<file path="config.mk">
export PLATFORM = sky130hd
export DESIGN_NAME = pingpong_ctrl
export DESIGN_NICKNAME = d
export VERILOG_FILES = /design/src/rtl/encoder_pkg.sv /design/src/rtl/pingpong_ctrl_delay.sv /design/src/rtl/pingpong_ctrl.sv
export SDC_FILE = /design/constraint.sdc
export NUM_CORES = 1
export LEC_CHECK = 0
export BUFFER_PORTS_ARGS = -buffer_cell sky130_fd_sc_hd__buf_4
export CAP_MARGIN = 20
export CORE_MARGIN = 2
export CORE_UTILIZATION = 41
export CTS_BUF_LIST = sky130_fd_sc_hd__clkbuf_16
export CTS_CLUSTER_DIAMETER = 200
export DETAILED_ROUTE_END_ITERATION = 10
export SLEW_MARGIN = 20
export SYNTH_ARGS = -nofsm -noshare
export SYNTH_HDL_FRONTEND = slang
export SYNTH_SLANG_ARGS = --single-unit
</file>
<file path="constraint.sdc">
create_clock -name clk -period 3.2 [get_ports clk]
set_input_delay 0.32 -clock clk [delete_from_list [all_inputs] [get_ports clk]]
set_output_delay 0.32 -clock clk [all_outputs]
set_load 0.02 [all_outputs]
</file>
<file path="src/rtl/encoder_pkg.sv">
// Shared encoder types: ping-pong bank states and bank identifiers.
package encoder_pkg;

  typedef enum logic [1:0] {
    BUF_EMPTY    = 2'd0,
    BUF_FILLING  = 2'd1,
    BUF_FULL     = 2'd2,
    BUF_DRAINING = 2'd3
  } buf_state_e;

  localparam logic PP_PING = 1'b0;
  localparam logic PP_PONG = 1'b1;

  function automatic logic buf_writable(buf_state_e s);
    return (s == BUF_EMPTY) || (s == BUF_FILLING);
  endfunction

  function automatic logic buf_readable(buf_state_e s);
    return (s == BUF_FULL) || (s == BUF_DRAINING);
  endfunction

endpackage

</file>
<file path="src/rtl/pingpong_ctrl_delay.sv">
// LATENCY-stage shift register with synchronous flush; aligns read-issue tags
// with the bank read pipeline.
module pp_delay_line #(
  parameter int WIDTH   = 1,
  parameter int LATENCY = 1
) (
  input  logic             clk,
  input  logic             rst_n,
  input  logic             flush,
  input  logic [WIDTH-1:0] d,
  output logic [WIDTH-1:0] q
);

  logic [WIDTH-1:0] stage_q [LATENCY];

  // NOTE: every stage is reset; these are a few control flops, not a data RAM.
  always_ff @(posedge clk or negedge rst_n) begin
    if (!rst_n) begin
      for (int i = 0; i < LATENCY; i++) stage_q[i] <= '0;
    end else if (flush) begin
      for (int i = 0; i < LATENCY; i++) stage_q[i] <= '0;
    end else begin
      stage_q[0] <= d;
      for (int i = 1; i < LATENCY; i++) stage_q[i] <= stage_q[i-1];
    end
  end

  assign q = stage_q[LATENCY-1];

endmodule

</file>
<file path="src/rtl/pingpong_ctrl.sv">
// Ping-pong bank sequencer: fills one bank while the other drains, frames in
// write order, with read valid/select/last aligned to the bank read latency.
module pingpong_ctrl
  import encoder_pkg::*;
#(
  parameter int ADDR_WIDTH = 10,
  parameter int FRAME_LEN  = 1024,
  parameter int BANK_NUM   = 8,
  parameter int LATENCY    = 1
) (
  input  logic                  clk,
  input  logic                  rst_n,
  input  logic                  clear_i,
  input  logic                  wr_valid_i,
  output logic                  wr_ready_o,
  output logic [BANK_NUM-1:0]   ping_wen_o,
  output logic [BANK_NUM-1:0]   pong_wen_o,
  output logic [ADDR_WIDTH-1:0] waddr_o,
  input  logic                  rd_req_i,
  output logic [ADDR_WIDTH-1:0] raddr_o,
  output logic                  rd_valid_o,
  output logic                  rd_sel_o,
  output logic                  rd_last_o,
  output logic [1:0]            full_cnt_o
);

  localparam logic [ADDR_WIDTH-1:0] LAST_ADDR = ADDR_WIDTH'(FRAME_LEN - 1);

  buf_state_e [1:0]      state_q, state_d;
  logic                  wbuf_q, rbuf_q;
  logic [ADDR_WIDTH-1:0] wcnt_q, rcnt_q, raddr_q;
  logic [1:0]            full_cnt_q;
  logic                  wr_fire, rd_issue, fill_done, drain_done;
  logic [2:0]            dly_q;

  // Write and read target different banks by construction: a bank is either
  // writable or readable, never both.
  // NOTE: defaults first so no path leaves a signal unassigned (no latch).
  always_comb begin
    state_d    = state_q;
    wr_ready_o = buf_writable(state_q[wbuf_q]);
    wr_fire    = wr_valid_i & wr_ready_o;
    rd_issue   = rd_req_i & buf_readable(state_q[rbuf_q]);
    fill_done  = wr_fire && (wcnt_q == LAST_ADDR);
    drain_done = rd_issue && (rcnt_q == LAST_ADDR);
    if (wr_fire)  state_d[wbuf_q] = fill_done  ? BUF_FULL  : BUF_FILLING;
    if (rd_issue) state_d[rbuf_q] = drain_done ? BUF_EMPTY : BUF_DRAINING;
  end

  assign ping_wen_o = {BANK_NUM{wr_fire && (wbuf_q == PP_PING)}};
  assign pong_wen_o = {BANK_NUM{wr_fire && (wbuf_q == PP_PONG)}};
  assign waddr_o    = wcnt_q;
  assign raddr_o    = rd_issue ? rcnt_q : raddr_q;
  assign full_cnt_o = full_cnt_q;

  // NOTE: state uses <= so every flop samples pre-edge values of the others.
  always_ff @(posedge clk or negedge rst_n) begin
    if (!rst_n) begin
      state_q    <= {BUF_EMPTY, BUF_EMPTY};
      wbuf_q     <= PP_PING;
      rbuf_q     <= PP_PING;
      wcnt_q     <= '0;
      rcnt_q     <= '0;
      raddr_q    <= '0;
      full_cnt_q <= '0;
    end else if (clear_i) begin
      state_q    <= {BUF_EMPTY, BUF_EMPTY};
      wbuf_q     <= PP_PING;
      rbuf_q     <= PP_PING;
      wcnt_q     <= '0;
      rcnt_q     <= '0;
      raddr_q    <= '0;
      full_cnt_q <= '0;
    end else begin
      state_q <= state_d;
      if (fill_done) begin
        wcnt_q <= '0;
        wbuf_q <= ~wbuf_q;
      end else if (wr_fire) begin
        wcnt_q <= wcnt_q + ADDR_WIDTH'(1);
      end
      if (rd_issue) raddr_q <= rcnt_q;
      if (drain_done) begin
        rcnt_q <= '0;
        rbuf_q <= ~rbuf_q;
      end else if (rd_issue) begin
        rcnt_q <= rcnt_q + ADDR_WIDTH'(1);
      end
      full_cnt_q <= full_cnt_q + 2'(fill_done) - 2'(drain_done);
    end
  end

  pp_delay_line #(.WIDTH(3), .LATENCY(LATENCY)) u_align (
    .clk   (clk),
    .rst_n (rst_n),
    .flush (clear_i),
    .d     ({rd_issue, rbuf_q, drain_done}),
    .q     (dly_q)
  );

  assign {rd_valid_o, rd_sel_o, rd_last_o} = dly_q;

endmodule

</file>
=== Yosys cells after proc, flatten, opt, wreduce, memory -nomap -nowiden ===
Index checks and enable logic that the tools add are counted.

* Add/subtract/negate cells: 4
* Equality and inequality tests: 5
* Reduce and logical (&&, ||, !) cells: 13
* Bitwise operators: 4
* Muxes and demuxes: 29
* $lt $le $gt $ge: 4

{| class="wikitable"
|+ Operator list
! cell !! number
|-
| 2-to-1 mux 10 bit || 8
|-
| adder 10 x 1 -> 10 bit, second input constant || 2
|-
| == test 10 bit, second input constant || 2
|-
| 2-to-1 mux 2 bit || 9
|-
| 2-to-1 mux 4 bit || 3
|-
| bitwise mux 4 bit || 2
|-
| logical AND 1 bit || 6
|-
| nonzero test 3 bit || 2
|-
| demux 2 bit (select 1 bit) || 2
|-
| == test 2 bit, second input constant || 2
|-
| less-than comparator 1 x 2 -> 1 bit, second input constant || 2
|-
| 2-to-1 mux 1 bit || 4
|-
| nonzero test 2 bit || 2
|-
| 2-to-1 mux 3 bit || 1
|-
| adder 2 x 1 -> 2 bit || 1
|-
| bitwise AND 1 bit || 2
|-
| == test 2 x 1 -> 1 bit, second input constant || 1
|-
| >= comparator 1 bit, second input constant || 2
|-
| zero test 2 bit || 1
|-
| logical OR 1 bit || 2
|-
| inverter 1 bit || 2
|-
| subtractor 2 x 1 -> 2 bit || 1
|}

* Bits in registers: 41
* Logic and storage cells: 68
* Output and inout port bits: 42
* Bits of input ports: 5

=== Logic depth before layout (Yosys ltp) ===
* Depth in word-level cells: 12
* Mapped depth: 11
* Mapped depth without buffers: 11

=== By module ===
A second synthesis with hierarchy kept.

* Cells, all modules: 203
* Area total of the unflattened synthesis: 2057.0 µm²

{| class="wikitable"
|+ Modules (own cells, without submodules)
! module !! area each (µm²) !! cells an instance !! instances !! sequential area each (µm²)
|-
| pingpong_ctrl || 1963.1 || 197 || 1 || 900.9
|-
| pp_delay_line || 93.8 || 6 || 1 || 75.1
|}

=== Least setup slack after synthesis ===
Ideal clock, no wire load.

* Path kind: reg2reg
* Start point: register wbuf_q
* End point: register full_cnt_q[1], in the netlist full_cnt_o[1]
* Clock period less this slack: 2.311 ns
* Library setup time: 0.132 ns
* Data arrival time: 2.179 ns
* Path buffers: 0
* Required time: 3.068 ns
* Slack: 0.889 ns
* Cell stages (with the launch flop): 12
* Cell sequence: dfrtp_1 > mux2_2 > inv_1 > nand2_1 > nor2_1 > inv_1 > ha_1 > inv_1 > ha_1 > xor2_1 > xnor2_1 > nor2_1

* Longest elaborated chain between the ends: 9
* Elaborated cells between the ends (all ways): 10
* Classes of those cells: add/sub (2); eq/ne (1); mux (3); bitwise (1); reduce/logical (3)

{| class="wikitable"
|+ RTL lines
! item !! line !! RTL
|-
| start, declared || pingpong_ctrl.sv:30 || <nowiki>logic wbuf_q, rbuf_q;</nowiki>
|-
| start signal, assigned || pingpong_ctrl.sv:78 || <nowiki>wbuf_q <= ~wbuf_q;</nowiki>
|-
| 2-to-1 mux 2 bit (not written as such) (*) (2 in series) || pingpong_ctrl.sv:41 || <nowiki>wr_ready_o = buf_writable(state_q[wbuf_q]);</nowiki>
|-
| == test 2 x 1 -> 1 bit or zero test 2 bit (tied branches) || encoder_pkg.sv:15 || <nowiki>return (s == BUF_EMPTY) || (s == BUF_FILLING);</nowiki>
|-
| logical OR 1 bit (*) || encoder_pkg.sv:15 ||
|-
| named net wr_ready_o || pingpong_ctrl.sv:15 || <nowiki>output logic wr_ready_o,</nowiki>
|-
| bitwise AND 1 bit (*) || pingpong_ctrl.sv:42 || <nowiki>wr_fire = wr_valid_i & wr_ready_o;</nowiki>
|-
| logical AND 1 bit (*) || pingpong_ctrl.sv:44 || <nowiki>fill_done = wr_fire && (wcnt_q == LAST_ADDR);</nowiki>
|-
| adder 2 x 1 -> 2 bit (*) || pingpong_ctrl.sv:89 || <nowiki>full_cnt_q <= full_cnt_q + 2'(fill_done) - 2'(drain_done);</nowiki>
|-
| subtractor 2 x 1 -> 2 bit (*) || pingpong_ctrl.sv:89 ||
|-
| 2-to-1 mux 2 bit (*) || pingpong_ctrl.sv:66 || <nowiki>end else if (clear_i) begin</nowiki>
|-
| end signal, assigned || pingpong_ctrl.sv:89 ||
|-
| end, declared || pingpong_ctrl.sv:32 || <nowiki>logic [1:0] full_cnt_q;</nowiki>
|}

The timed path passes the listed nets; every way through them passes the cells marked *. The select of a mux whose other input is x is not followed.
A chain may end at the register's enable or synchronous reset.

=== Worst setup path after layout ===
* Start point: register wbuf_q
* End point: register full_cnt_q[1], in the netlist full_cnt_o[1]

* Longest elaborated chain between the ends: 9
* Elaborated cells between the ends (all ways): 10
* Classes of those cells: add/sub (2); eq/ne (1); mux (3); bitwise (1); reduce/logical (3)

{| class="wikitable"
|+ RTL lines
! item !! line
|-
| 2-to-1 mux 2 bit (not written as such) (*) (2 in series) || pingpong_ctrl.sv:41
|-
| == test 2 x 1 -> 1 bit or zero test 2 bit (tied branches) || encoder_pkg.sv:15
|-
| logical OR 1 bit (*) || encoder_pkg.sv:15
|-
| bitwise AND 1 bit (*) || pingpong_ctrl.sv:42
|-
| logical AND 1 bit (*) || pingpong_ctrl.sv:44
|-
| adder 2 x 1 -> 2 bit (*) || pingpong_ctrl.sv:89
|-
| subtractor 2 x 1 -> 2 bit (*) || pingpong_ctrl.sv:89
|-
| 2-to-1 mux 2 bit (*) || pingpong_ctrl.sv:66
|}

Mark *: on every way between the ends. The rest lies on a longest branch, timed or not. The select of a mux whose other input is x is not followed.

==> impl_metrics.yaml <==
global_route:
  grt-busiest-layer: "met1"
  grt_util_met3: 0.0455
  antenna_found_initial: 0
  grt_pass1_wl_mm: 6.90
  grt_max_degree: 40
  grt_pass1_vias: 1398
  overflow: 0
  grt_use_total: 0.165
  use_met2: 0.228
  grt_use_met1: 0.247
clock_network:
  postCtsSetupBuffers: 0
  numCtsBuffers: 5
  clockBufferDepth: 2
  cts_resized: 0
  worstSkewPairLatency_ns: 0.28
  tritoncts: "done"
  ctsHoldBuffers: 0
  htreeDepth: 2
  clk_pin_slew_worst_paths_ns: 0.06
  clock_sinks: 39
  cts_root_buf: "clkbuf_16"
synth:
  syn_area_um2: 2060
  synth_area_leader_cell: "dfrtp_1"
  ys.flop_type: "dfrtp_1"
  synthCells: 197
  ys_seq_elements: 39
  synth_area_per_cell_um2: 10.5
  ys_types: 37
  synth-edff-count: 0
  synthTopCellsByArea: "dfrtp_1 47%, buf_4 5.1%, mux2_4 5.1%, xor2_1 3.8%, and2_1 3.3%"
  async_flop_share: 1.00
  seq_area_frac_synth: 0.474
  ys.warnings.count: 0
  yosysTopAreaCellShare: 0.474
  synth_commonest_cells: "39 x dfrtp_1, 16 x nor2_1, 14 x buf_4"
  yosysMostFrequentCell: "dfrtp_1"
  synth_fp_nets: 206
place:
  numPortBuffers: 46
  post-place-ws_ns: 0.804
  dpl.cell_count: 291
  place.detailed.hpwl_mm: 2.95
  routabilityCongestion: 0.769
  placed_cell_area_um2: 2360
route:
  drt_pre_antenna_iters: 4
  wl_mm: 4.36
  drtIter0Drc: 61
  antenna_left: 0
  num_vias: 1543
  drc_errors: 0
  wl_per_cell_um: 14.6
  via_per_inst: 5.16
cells_and_area:
  fin_nets: 240
  regArea_um2: 976
  n_antenna_cell: 0
  final_layout_size_suffix_gt1_frac: 0.289
  fin_area_um2: 2490
  multi_input_area_um2: 928
  stdcell_count: 299
  n_fill_cell: 458
  syn2layout_area_growth_pct: 21.0
  final_util: 0.521
sta:
  period_minus_slack_ns: 2.43
  report.final.slew_viol_count: 0
  max_freq_ghz: 0.412
  final-setup-viol-count: 0
  rsz0062_at_grt: "false"
  hold_viol_final: 0
  finalCritPeriodShare: 0.759
  relSlewSlack: 0.387
  setup_tns_ns: 0
  setup_ws_ns: 0.770
  tightest_slew_ns: 0.917
  clock_skew_ns: 0.00356
  holdWs_ns: 0.0106
floorplanning:
  start_util: 0.430
  num_rows: 25
  ioPinCount: 47
  design.core.area_um2: 4790
  die-area_um2: 5610
  die_h_um: 74.9
  die_w_um: 74.9
run_status:
  outcome: "completed"
power:
  p_leak_nw: 1.23
  finalPower_mw: 1.02
  vdd_drop_max_mv: 0.204
  power-per-cell-area_nw_per_um2: 408
critical_path:
  worstSetupStartpointType: "flop"
  critPathCaptureType: "flop"
  cp_max_fo: 7
  r2r_slack_ns: 0.77
  crit_required_ns: 3.36
  worstSetupPathType: "flop to flop"
  worstPathArrival_ns: 2.59
run:
  maxCapViolations: 0
min_path:
  hold_class: "input port to asynchronous set/reset pin"
worst max-delay path, cell delays in order, from the launching register on:
cell and delay (ns):
dfrtp_1 0.38, mux2_2 0.40, inv_1 0.18, nand2_1 0.14, nor2_1 0.27, inv_1 0.08
ha_1 0.28, inv_1 0.04, ha_1 0.17, xor2_1 0.17, xnor2_1 0.14, nor2_1 0.05
power breakdown:
group | leakage [nW] | internal (mW) | switching [mW]
Clock | 0.0701 | 0.280 | 0.184
Sequential | 0.544 | 0.495 | 0.00273
Combinational | 0.613 | 0.0160 | 0.0381
Total | 1.23 | 0.791 | 0.225
cell families (layout without fill, tap and decap cells):
family	Yosys count	count (layout)	share of synthesized area
simple gates	80	80	0.218
flops	39	39	0.474
buf+inv	25	60	0.0753
compound gates	23	23	0.0705
xor+xnor	14	14	0.0595
mux	12	12	0.0784
fa+ha+maj	4	4	0.0243
per-layer routing:
| layer | vias up | routed length [um] |
|---|---|---|
| li1 | 755 | - |
| met1 | 744 | 2170 |
| met2 | 36 | 1910 |
| met3 | 8 | 202 |
| met4 | 0 | 73 |
| met5 | - | 0 |
layout make-up:
| type | instances | area share |
|---|---|---|
| repair buffers | 46 | 0.139 |
| multi-input cells | 133 | 0.372 |
| clock buffers | 5 | 0.0502 |
| clock inverters | 3 | 0.00452 |
| inverters | 6 | 0.00904 |
| flip-flops and latches | 39 | 0.392 |
| well taps | 67 | 0.0336 |
sequential cells by signal (all words and copies together), names as in the netlist:
| signal | cells |
|---|---|
| raddr_q | 10 |
| state_q | 2 |
| rbuf_q | 1 |
| waddr_o | 10 |
| rcnt_q | 10 |
| wbuf_q | 1 |
| full_cnt_o | 2 |
| u_align.q | 3 |
final timing paths:
| kind | cells after the start | endpoint | from |
|---|---|---|---|
| max in group asynchronous | 1 | full_cnt_o[0] | rst_n |
| max | 11 | full_cnt_o[1] | wbuf_q |
| min in group clk | 3 | rcnt_q[1] | rd_req_i |
| min reg2reg | 2 | rcnt_q[1] | rcnt_q[1] |
| max reg2reg | 11 | full_cnt_o[1] | wbuf_q |
| min | 1 | raddr_q[4] | rst_n |
cell usage in the layout (no fill, tap or decap), types with 3 or more instances in the layout:
master     synthesis  routed
buf_4             14      46
dfrtp_1           39      39
nor2_1            16      16
and2_1            11      11
nand2_1           11      11
a21oi_1           10      10
nand3_1            9       9
xor2_1             9       9
nand4_1            8       8
inv_1              6       7
mux2_4             7       7
nor3_1             6       6
mux2_2             5       5
xnor2_1            5       5
clkbuf_16          0       5
and3_1             4       4
ha_1               4       4
and4_1             3       3
o21ai_0            3       3
o31ai_1            3       3
Power figures use the tool's default switching activity.
